`src/rtl/dmac_pkg.sv`:
```
// ============================================================================
// dmac_pkg : register map, identification constant and STAT bit positions
// Rev 1.0
// ============================================================================
`default_nettype none

package dmac_pkg;

  localparam logic [11:0] VER_OFF  = 12'h000;
  localparam logic [11:0] SRC_OFF  = 12'h100;
  localparam logic [11:0] DST_OFF  = 12'h104;
  localparam logic [11:0] LEN_OFF  = 12'h108;
  localparam logic [11:0] CMD_OFF  = 12'h10C;
  localparam logic [11:0] STAT_OFF = 12'h110;

  localparam logic [31:0] VER_VALUE = 32'h0001_2024;

  localparam int STAT_BUSY_BIT = 0;
  localparam int STAT_DONE_BIT = 1;
  localparam int CMD_START_BIT = 0;

  typedef enum logic [2:0] {
    REG_VER  = 3'd0,
    REG_SRC  = 3'd1,
    REG_DST  = 3'd2,
    REG_LEN  = 3'd3,
    REG_CMD  = 3'd4,
    REG_STAT = 3'd5,
    REG_NONE = 3'd6
  } reg_sel_e;

  // Word-address decode; byte-lane bits never reach this function.
  function automatic reg_sel_e decode_reg(input logic [9:0] word);
    reg_sel_e sel;
    sel = REG_NONE;
    if (word == VER_OFF[11:2])  sel = REG_VER;
    if (word == SRC_OFF[11:2])  sel = REG_SRC;
    if (word == DST_OFF[11:2])  sel = REG_DST;
    if (word == LEN_OFF[11:2])  sel = REG_LEN;
    if (word == CMD_OFF[11:2])  sel = REG_CMD;
    if (word == STAT_OFF[11:2]) sel = REG_STAT;
    return sel;
  endfunction

endpackage

`default_nettype wire

```
`src/rtl/dmac_cfg_apb.sv`:
```
// ============================================================================
// dmac_cfg_apb : APB configuration slave for the DMA engine (one wait state)
// Rev 1.0
// ============================================================================
`default_nettype none

module dmac_cfg_apb
  import dmac_pkg::*;
(
  input  logic        clk,
  input  logic        rst,
  input  logic        psel_i,
  input  logic        penable_i,
  input  logic        pwrite_i,
  input  logic [11:0] paddr_i,
  input  logic [31:0] pwdata_i,
  output logic        pready_o,
  output logic [31:0] prdata_o,
  output logic        pslverr_o,
  output logic [31:0] src_addr_o,
  output logic [31:0] dst_addr_o,
  output logic [15:0] byte_len_o,
  output logic        start_o,
  input  logic        done_i
);

  logic        pready_q, pslverr_q, armed_q;
  logic [31:0] prdata_q;
  logic [31:0] src_q, src_d, dst_q, dst_d;
  logic [15:0] len_q, len_d;
  logic        busy_q, busy_d, done_q, done_d, start_q, start_d;

  reg_sel_e    sel;
  logic        err;
  logic [31:0] rdata;
  logic        wait_edge;
  logic        commit;
  logic        unused_ok;

  assign unused_ok = &{1'b0, paddr_i[1:0]};

  always_comb begin
    sel   = decode_reg(paddr_i[11:2]);
    err   = (sel == REG_NONE) | (pwrite_i & (sel == REG_VER)) | (~pwrite_i & (sel == REG_CMD));
    rdata = '0;
    case (sel)
      REG_VER:  rdata = VER_VALUE;
      REG_SRC:  rdata = src_q;
      REG_DST:  rdata = dst_q;
      REG_LEN:  rdata = {16'h0000, len_q};
      REG_STAT: begin
        rdata[STAT_BUSY_BIT] = busy_q;
        rdata[STAT_DONE_BIT] = done_q;
      end
      default:  rdata = '0;
    endcase
  end

  // armed_q demands a fresh setup phase, so a transfer cut short by reset never resumes.
  assign wait_edge = psel_i & penable_i & ~pready_q & armed_q;
  assign commit    = psel_i & penable_i & pwrite_i & pready_q & ~err;

  always_ff @(posedge clk) begin
    if (rst) begin
      pready_q  <= 1'b0;
      prdata_q  <= '0;
      pslverr_q <= 1'b0;
      armed_q   <= 1'b0;
    end else begin
      pready_q  <= wait_edge;
      prdata_q  <= (wait_edge & ~err) ? rdata : '0;
      pslverr_q <= wait_edge & err;
      if (psel_i & ~penable_i) armed_q <= 1'b1;
      else if (pready_q)       armed_q <= 1'b0;
    end
  end

  always_comb begin
    src_d   = src_q;
    dst_d   = dst_q;
    len_d   = len_q;
    busy_d  = busy_q;
    done_d  = done_q;
    start_d = 1'b0;
    if (commit) begin
      case (sel)
        REG_SRC:  if (!busy_q) src_d = pwdata_i;
        REG_DST:  if (!busy_q) dst_d = pwdata_i;
        REG_LEN:  if (!busy_q) len_d = pwdata_i[15:0];
        REG_CMD:  if (pwdata_i[CMD_START_BIT] && !busy_q && (len_q != 16'h0000)) start_d = 1'b1;
        REG_STAT: if (pwdata_i[STAT_DONE_BIT]) done_d = 1'b0;
        default:  ;
      endcase
    end
    // Completion overrides a same-cycle W1C; the start guard already saw pre-edge busy.
    if (done_i) begin
      done_d = 1'b1;
      busy_d = 1'b0;
    end
    if (start_d) busy_d = 1'b1;
  end

  always_ff @(posedge clk) begin
    if (rst) begin
      src_q   <= '0;
      dst_q   <= '0;
      len_q   <= '0;
      busy_q  <= 1'b0;
      done_q  <= 1'b0;
      start_q <= 1'b0;
    end else begin
      src_q   <= src_d;
      dst_q   <= dst_d;
      len_q   <= len_d;
      busy_q  <= busy_d;
      done_q  <= done_d;
      start_q <= start_d;
    end
  end

  assign pready_o   = pready_q;
  assign prdata_o   = prdata_q;
  assign pslverr_o  = pslverr_q;
  assign src_addr_o = src_q;
  assign dst_addr_o = dst_q;
  assign byte_len_o = len_q;
  assign start_o    = start_q;

endmodule

`default_nettype wire

```
`config.mk`:
```
export PLATFORM = sky130hd
export DESIGN_NAME = dmac_cfg_apb
export DESIGN_NICKNAME = d
export VERILOG_FILES = /design/src/rtl/dmac_pkg.sv /design/src/rtl/dmac_cfg_apb.sv
export SDC_FILE = /design/constraint.sdc
export NUM_CORES = 1
export LEC_CHECK = 0
export ABC_AREA = 0
export BUFFER_PORTS_ARGS = -buffer_cell sky130_fd_sc_hd__clkbuf_2
export CAP_MARGIN = 20
export CELL_PAD_IN_SITES_DETAIL_PLACEMENT = 0
export CELL_PAD_IN_SITES_GLOBAL_PLACEMENT = 1
export CORE_MARGIN = 1.5
export CORE_UTILIZATION = 25
export CTS_CLUSTER_SIZE = 10
export DETAILED_ROUTE_END_ITERATION = 12
export GPL_TIMING_DRIVEN = 0
export HOLD_SLACK_MARGIN = 0.12
export PLACE_DENSITY_LB_ADDON = 0.1
export SYNTH_ARGS = -nofsm -noshare
export SYNTH_HDL_FRONTEND = slang
export SYNTH_SLANG_ARGS = --single-unit
```
`constraint.sdc`:
```
create_clock -name clk -period 1.9 [get_ports clk]
set_clock_uncertainty 0.15 [all_clocks]
set_input_delay 0.19 -clock clk [delete_from_list [all_inputs] [get_ports clk]]
set_output_delay 0.19 -clock clk [all_outputs]
set_load 0.02 [all_outputs]
```
==> impl_metrics.py <==
metrics = {
    "drt": {
        "dr_wl_met2_um": 8860,
        "ant_nets": 0,
        "dr.first_iter.drc_count": 306,
        "wl_met1_um": 8450,
        "wl_met3_um": 1040,
        "drt-wirelength-per-cell_um": 17.8,
        "route.final.wire_length_um": 18600,
        "firstDrtPassIters": 5,
        "vias": 4893,
        "drc": 0,
        "topRoutingLayerUsed": "met4",
        "vias_per_cell": 4.67,
    },
    "timing": {
        "fin_crit_ns": 1.78,
        "setup_tns_ns": 0,
        "hold_violations": 0,
        "slew_viol_final": 0,
        "max_freq_ghz": 0.560,
        "setup_viol": 0,
        "worst_slack_ns": 0.115,
        "rsz0062_at_grt": "no",
        "fin_crit_sh": 0.939,
        "worst_pin_slew_ns": 0.772,
        "relSlewSlack": 0.485,
    },
    "floorplanning": {
        "die_area_um2": 19700,
        "core-area_um2": 18600,
        "num_io_pins": 165,
        "row_count": 50,
        "initial_utilization": 0.254,
        "dieWidth_um": 140,
        "chipHeight_um": 140,
    },
    "setup_path": {
        "start_kind": "input port",
        "worstPathRequired_ns": 2.08,
        "endpoint_kind": "flop",
        "worstSetupPathType": "input port to flop",
        "worst_ep_arrival_time_ns": 1.97,
        "worstPathMaxFanout": 4,
    },
    "layout": {
        "antenna_cells": 0,
        "multiInputGateArea_um2": 2160,
        "layout-drive-gt1-share": 0.310,
        "finalNetCount": 852,
        "stdcell_count": 1048,
        "area_growth_pct": 46.0,
        "finalInstanceArea_um2": 6890,
        "fill_cells": 1983,
        "seq_area_um2": 2360,
    },
    "place": {
        "postPlaceCellArea_um2": 5820,
        "pre_cts_slack_ns": -0.360,
        "gp_congestion": 0.768,
        "io_buffer_count": 161,
        "hpwl_um": 13200,
        "dp_cells": 970,
    },
    "logic_synthesis": {
        "netlist.area_leader.share": 0.500,
        "ys_ff_latch": 118,
        "synthTopCellsByArea": "dfxtp_1, nand2_1, a21oi_1, nand3_1, mux2i_1",
        "synthesis.area_um2": 4720,
        "synth_edf_count": 0,
        "synth_nets": 625,
        "yosys.area.top_type": "dfxtp_1",
        "synth_warnings": 0,
        "ys_seq_area_frac": 0.500,
        "synth-async-reset-ratio": 0,
        "syn_area_per_cell_um2": 8.21,
        "synth_flop_cell": "dfxtp_1",
        "synthCells": 575,
        "ys_types": 42,
    },
    "clocking": {
        "path_clk_slew_ns": 0.05,
        "cts_made_buffers": 17,
        "clock_insertion_delay_worst_skew_ns": 0.42,
        "cts_root_buf": "clkbuf_16",
        "cts_sinks": 118,
        "htreeDepth": 4,
        "cts.path.max_buffers": 2,
        "cts_tree": "done",
    },
    "job": {
        "maxCapViolations": 0,
    },
    "min_path": {
        "holdCritPathClass": "input port to flop",
    },
    "global_route": {
        "gr-total-overflow": 0,
        "grt_max_degree": 17,
        "grt_usage": 0.192,
        "grt_pass1_wl_um": 28200,
        "antenna_found_initial": 0,
        "grt_pass1_vias": 4832,
    },
    "power": {
        "powerDensity_nw_per_um2": 858,
        "p_leak_nw": 2.73,
        "total_power_w": 0.00592,
        "vdd_drop_max_uv": 578,
    },
    "run_status": {
        "status": "complete, no violations",
    },
}
==> critical path: stages <==
cell	delay, ns
clkbuf_2	0.10
dlygate4sd3_1	0.62
a2111oi_4	0.42
o2111ai_4	0.26
buf_6	0.20
nor4_2	0.18
==> power breakdown <==
part           total, W  internal, W  switching, W
registers       0.00248      0.00248    0.00000163
logic          0.000315     0.000129      0.000186
clock network   0.00312      0.00197       0.00115
==> metrics by stage <==
stage / hold WS, ns / utilization
2_1_floorplan: 0.146 / -
3_3_place_gp: 0.288 / 0.313
3_5_place_dp: 0.290 / 0.313
4_1_cts: 0.128 / 0.367
5_1_grt: 0.140 / 0.371
6_report: 0.136 / 0.371
==> what timing repair did <==
item,4_1_cts,5_1_grt
setup endpoints to repair,62,89
setup buffers,6,2
gates resized for setup,2,23
endpoints found under the hold margin,92,0
pin swaps,1,4
hold buffers,39,0
==> placed cells by master, fill, tap and decap left out, types with 5 or more instances in the layout <==
cell type / count
nor4_1: 5
nor2_1: 30
clkbuf_16: 17
nand2b_1: 6
clkinv_2: 6
clkbuf_4: 5
nand2_1: 162
clkbuf_1: 20
a21oi_1: 101
clkbuf_2: 168
nand4_1: 5
mux2i_1: 12
a21oi_2: 9
dlygate4sd3_1: 37
dfxtp_1: 118
buf_4: 6
buf_2: 9
buf_6: 6
nand3_1: 31
==> per-layer routing <==
layer	vias to the layer above	global-route usage
met5	-	0
met4	0	0.0532
met3	23	0.0468
met2	155	0.318
met1	2296	0.248
li1	2419	-
==> final cells by class <==
cell class                      instances  area share
Clock buffer                           21      0.0668
Multi-Input combinational cell        412       0.314
Inverter                                2     0.00109
Sequential cell                       118       0.343
Timing Repair Buffer                  208       0.185
Buffer                                 43      0.0329
Clock inverter                         10      0.0153
Tap cell                              234      0.0425
==> flip-flops by register name, indices dropped and copies added, names as in the netlist <==
| name | count |
|---|---|
| src_addr_o | 32 |
| byte_len_o | 16 |
| busy_q | 1 |
| armed_q | 1 |
| prdata_o | 32 |
| pready_o | 1 |
| dst_addr_o | 32 |
| done_q | 1 |
| pslverr_o | 1 |
| start_o | 1 |
==> synth_stat cells (2+ instances only) <==
library cell  instances
buf_2                14
mux2_2                2
o211ai_1              2
nand4_1               5
mux2i_1              12
a32oi_1               4
and4_1                5
or2_2                 2
clkbuf_1             24
a21oi_1             101
nand3_1              31
a22o_1                4
nand2b_1              6
nand2_1             163
a21oi_2               9
dfxtp_1             118
buf_6                 3
nor3b_1               3
nor3_1                5
nor2_1               30
nor4_1                6
inv_1                 2
nor2b_1               3
and2_1                2
nor2_2                2
==> path summary, 6_finish.rpt <==
path | cells after the start | to | startpoint | slack [ns]
worst min-delay path | 4 | start_o | rst | 0.14
worst max-delay path | 6 | prdata_o[16] | rst | 0.12
worst max register to register | 6 | byte_len_o[6] | busy_q | 0.13
worst min register to register | 2 | src_addr_o[13] | src_addr_o[13] | 0.32
==> cell families (layout without fill, tap and decap cells) <==
family,after synthesis,in the layout,synth area share
mux,14,14,0.0302
simple gates,270,270,0.259
flops,118,118,0.500
compound gates,128,128,0.165
buf+inv,45,284,0.0453
(Power assumes the default switching activity.)
